[src/rtl/mult_pkg.sv]
// Shared types and helpers for the sequential shift-add multiplier.
// Holds the control FSM state encoding and the counter-width function.
package mult_pkg;

    typedef enum logic [1:0] {
        IDLE,
        RUN,
        DONE
    } state_t;

    function automatic int cnt_width(input int w);
        return $clog2(w + 1);
    endfunction

endpackage

[src/rtl/prod_reg_w.sv]
// Product/carry register {carry, hi, lo} of the shift-add multiplier.
// Loads the multiplier into lo, or shifts {cin, sum, lo} right by one.
module prod_reg_w
    import mult_pkg::*;
#(
    parameter int WIDTH = 4
) (
    input  logic             clk,
    input  logic             clr,
    input  logic             i_ldp,
    input  logic             i_shp,
    input  logic [WIDTH-1:0] i_b,
    input  logic [WIDTH-1:0] i_sum,
    input  logic             i_cin,
    output logic [2*WIDTH:0] o_p
);

    logic [2*WIDTH:0] r_p;

    // Load {0, 0, b} on start, otherwise add-shift while running
    always_ff @(posedge clk or posedge clr) begin
        if (clr) begin
            r_p <= '0;
        end else if (i_ldp) begin
            r_p <= {1'b0, {WIDTH{1'b0}}, i_b};
        end else if (i_shp) begin
            r_p <= {1'b0, i_cin, i_sum, r_p[WIDTH-1:1]};
        end
    end

    assign o_p = r_p;

endmodule

[src/rtl/seq_shift_add_mult.sv]
// Sequential unsigned shift-add multiplier with start/busy/done handshake.
// One add-shift per cycle for WIDTH cycles; product registered on DONE entry.
module seq_shift_add_mult
    import mult_pkg::*;
#(
    parameter int WIDTH = 4
) (
    input  logic               clk,
    input  logic               clr,
    input  logic               start,
    input  logic [WIDTH-1:0]   a,
    input  logic [WIDTH-1:0]   b,
    output logic               busy,
    output logic               done,
    output logic [2*WIDTH-1:0] p
);

    localparam int CNT_W = cnt_width(WIDTH);

    state_t             r_state;
    state_t             w_next;
    logic [WIDTH-1:0]   r_a;
    logic [CNT_W-1:0]   r_cnt;
    logic [2*WIDTH-1:0] r_p;
    logic [2*WIDTH:0]   w_p;
    logic [WIDTH:0]     w_sum;
    logic               w_ldp;
    logic               w_shp;
    logic               w_last;

    // Carry bit of P is always zero here, so {carry, hi} never overflows
    assign w_sum  = w_p[2*WIDTH:WIDTH] + (w_p[0] ? {1'b0, r_a} : '0);
    assign w_last = (r_cnt == CNT_W'(1));

    prod_reg_w #(
        .WIDTH(WIDTH)
    ) u_prod (
        .clk   (clk),
        .clr   (clr),
        .i_ldp (w_ldp),
        .i_shp (w_shp),
        .i_b   (b),
        .i_sum (w_sum[WIDTH-1:0]),
        .i_cin (w_sum[WIDTH]),
        .o_p   (w_p)
    );

    // Control state register
    always_ff @(posedge clk or posedge clr) begin
        if (clr) begin
            r_state <= IDLE;
        end else begin
            r_state <= w_next;
        end
    end

    // Next state and datapath strobes; start in DONE restarts directly
    always_comb begin
        w_next = r_state;
        w_ldp  = 1'b0;
        w_shp  = 1'b0;
        unique case (r_state)
            IDLE: begin
                if (start) begin
                    w_ldp  = 1'b1;
                    w_next = RUN;
                end
            end
            RUN: begin
                w_shp = 1'b1;
                if (w_last) begin
                    w_next = DONE;
                end
            end
            DONE: begin
                if (start) begin
                    w_ldp  = 1'b1;
                    w_next = RUN;
                end else begin
                    w_next = IDLE;
                end
            end
            default: w_next = IDLE;
        endcase
    end

    // Multiplicand captured on the accepting edge
    always_ff @(posedge clk or posedge clr) begin
        if (clr) begin
            r_a <= '0;
        end else if (w_ldp) begin
            r_a <= a;
        end
    end

    // Iteration counter: WIDTH add-shift cycles per operation
    always_ff @(posedge clk or posedge clr) begin
        if (clr) begin
            r_cnt <= '0;
        end else if (w_ldp) begin
            r_cnt <= CNT_W'(WIDTH);
        end else if (w_shp) begin
            r_cnt <= r_cnt - CNT_W'(1);
        end
    end

    // Output product takes the final shifted value on the last RUN edge
    always_ff @(posedge clk or posedge clr) begin
        if (clr) begin
            r_p <= '0;
        end else if (w_shp && w_last) begin
            r_p <= {w_sum, w_p[WIDTH-1:1]};
        end
    end

    assign busy = (r_state == RUN);
    assign done = (r_state == DONE);
    assign p    = r_p;

endmodule
[config.mk]
export PLATFORM = sky130hd
export DESIGN_NAME = seq_shift_add_mult
export DESIGN_NICKNAME = d
export VERILOG_FILES = /design/src/rtl/mult_pkg.sv /design/src/rtl/prod_reg_w.sv /design/src/rtl/seq_shift_add_mult.sv
export SDC_FILE = /design/constraint.sdc
export NUM_CORES = 1
export LEC_CHECK = 0
export BUFFER_PORTS_ARGS = -buffer_cell sky130_fd_sc_hd__buf_2
export CAP_MARGIN = 20
export CORE_MARGIN = 8
export CORE_UTILIZATION = 43
export CTS_CLUSTER_SIZE = 28
export DETAILED_ROUTE_END_ITERATION = 7
export PLACE_DENSITY_LB_ADDON = 0.12
export SYNTH_ARGS = -nofsm -noshare
export SYNTH_HDL_FRONTEND = slang
export SYNTH_HIERARCHICAL = 1
export SYNTH_SLANG_ARGS = --single-unit
[constraint.sdc]
create_clock -name clk -period 1.95 [get_ports clk]
set_input_delay 0.195 -clock clk [delete_from_list [all_inputs] [get_ports clk]]
set_output_delay 0.195 -clock clk [all_outputs]
set_load 0.05 [all_outputs]
==> out/results.tsv <==
metric	value	unit
clk_transition_reported_paths	0.13	ns
setup_viol	0	
pwr_density_cell	1717	nW/um^2
leading_cell_types_in_the_layout_fill_and_taps_excluded	sky130_fd_sc_hd__nand2_1, sky130_fd_sc_hd__dfrtp_1, sky130_fd_sc_hd__buf_2, sky130_fd_sc_hd__inv_1, sky130_fd_sc_hd__mux2i_1	
global_route.overflow_total	0	
portBuffers	20	
cts_tree	built	
actual_transition_at_the_worst_max_transition_pin	0.7012	ns
detail_route.drc_violations	0	
synth_sequential_area_ratio	0.4878	
final_cell_area	1469	sq um
grt_max_degree	18	
crit_end_element	output port	
cts_max_level	1	
dp_hpwl	1.910	mm
power.ir.vdd_worst	0.0005498	V
min_path_cells	3	
grt_pass1_wl	4.781	mm
timing.max_slew.rel_slack	0.5320	
max_freq	542.5	MHz
die-area	4986	sq um
routabilityCongestion	0.8164	
worst_r2r_endpoint	p[6]	
min_delay_worst_endpoint	r_a[2]	
layout_worst_path_cycle_share	0.9454	
vias_per_cell	4.942	
hold_violation_count_in_the_final_report	0	
r2r-start	u_prod/o_p[0]	
post-cts-setup-buffers	0	
hold_path.startpoint	a[2]	
timing.critical_path.fanout_max	9	
place_inst	184	
post_synth_inst_count	132	
start_util	0.4343	
maxCapViolCount	0	
grt_setup_unrepaired	false	
postRouteAntennaNets	0	
yosys.area.top_type_share	0.4878	
timing.critical_path.arrival	1.65	ns
vias_in_the_first_global_route	1048	
nFillCells	302	
finalNonFillerCells	189	
syn_nets	150	
dieHeight	70.61	um
avgRoutedWirePerCell	13.24	um
drt-initial-drc-count	33	
route.vias.total	934	
wl	2.502	mm
finalWorstPathRequiredPeriod	1.843	ns
dr.pass1.iters	3	
crit_start_category	register	
ys_seq_elements	25	
crit_type	reg -> out	
syn_to_final_growth	14.54	%
clock_tree.root_cell	sky130_fd_sc_hd__clkbuf_4	
initial_antenna_violation_count	0	
synth.area.top_cells	sky130_fd_sc_hd__dfrtp_1, sky130_fd_sc_hd__nand2_1, sky130_fd_sc_hd__mux2i_1	
syn_area_per_cell	9.716	sq um
netlist.top_cell.by_area	sky130_fd_sc_hd__dfrtp_1	
ys_types	29	
total_leakage_power	0.0008138	uW
die_width	70.61	um
synth_warnings	6	
syn_area	1282	sq um
rr_worst_depth	6	
coreArea	2953	sq um
cts.sinks	25	
layout_commonest_cell	sky130_fd_sc_hd__nand2_1	
slew_violations	0	
final_layout_size_suffix_gt1_frac	0.2244	
placed_area	1414	sq um
critical_path_required	1.75	ns
timing.clock.skew	0.007122	ns
final_core_utilization	0.4975	
globalRouteTotalUtil	0.1160	
finalSetupTns	0	ns
ios	21	
cts_made_buffers	3	
run_status	finished clean	
insertedDiodeCount	0	
final_nets	175	
timing.hold.worst.class	in -> reg	
r2r_setup_slack	0.13	ns
clkLatencyLatePin	0.31	ns
core.rowCount	20	
cts-root-to-sink-buffers	2	
synth_stat cells, drive strengths merged:
library cell,count
a2111o,1
a21oi,2
a221o,1
and2,3
and2b,2
and4,1
buf,4
clkbuf,1
conb,1
dfrtp,25
fa,1
ha,6
inv,11
mux2i,8
nand2,37
nand2b,2
nand3,3
nand3b,1
nand4bb,1
nor2,7
o211ai,1
o21ai,8
or2b,1
xnor2,1
xor2,3
critical path, stage by stage (launching register included):
cell and delay, ns:
sky130_fd_sc_hd__dfrtp_1 0.47, sky130_fd_sc_hd__or2b_1 0.31, sky130_fd_sc_hd__inv_1 0.07, sky130_fd_sc_hd__buf_4 0.19, sky130_fd_sc_hd__buf_2 0.29
cell families after synthesis:
group / Yosys count / share of synthesized area
multiplexers: 8 / 0.06244
AND/OR/NAND/NOR: 58 / 0.2166
XOR/XNOR: 4 / 0.02732
buffers and inverters: 16 / 0.06341
other: 1 / 0.002924
AO/OA/AOI/OAI: 13 / 0.06537
flip-flops: 25 / 0.4878
adder cells (fa/ha/maj): 7 / 0.07415
per-stage QoR:
step / total power, uW / worst slack [ns] / hold slack (ns)
floorplan: 1980 / 0.1529 / 0.01066
finish: 2523 / 0.1065 / 0.06024
global route: 2755 / 0.01156 / 0.06149
CTS: 2525 / 0.07157 / 0.05329
global placement: 2257 / 0.1548 / 0.1680
detailed placement: 2285 / 0.1038 / 0.1716
what timing repair did:
item | CTS | global route
hold buffers | 1 | 0
resized for setup | 0 | 4
endpoints found under the setup margin | 0 | 1
endpoints found under the hold margin | 16 | 0
worst max-delay path by stage:
stage	from	to	slack, ns	cells past startpoint
after global placement	u_prod/o_p[0]	u_prod/o_p[7]	0.15	9
after global routing	r_state[0]	busy	0.01	4
after CTS	u_prod/o_p[0]	u_prod/o_p[7]	0.07	9
final	r_state[0]	busy	0.11	4
after floorplan	u_prod/o_p[0]	u_prod/o_p[7]	0.15	9
after detailed placement	u_prod/o_p[0]	u_prod/o_p[7]	0.10	9
layer usage:
metal  vias up  routed length [um]  track usage
met5         -                   0            0
met4         0                  15      0.04157
met3         2                 126      0.03107
met2        14                1137       0.1887
met1       445                1223       0.1436
li1        473                   -            -
flip-flops by register name, summed over array words and instances (netlist names):
name and flops:
r_a 4, p 8, r_state 2, u_prod/o_p 8, r_cnt 3
area by class of cell:
type	count	area, sq um	area share
repair buffers	25	140.1	0.09540
inverters	11	41.29	0.02811
clock buffers	3	22.52	0.01533
clock inverters	1	5.005	0.003407
well taps	33	41.29	0.02811
flip-flops and latches	25	625.6	0.4259
multi-input cells	91	593.1	0.4037
power by group:
part	switching (uW)	internal, uW
sequential	153	761
combinational	883	493
clock	156	76.6
Power figures use the tool's default switching activity.
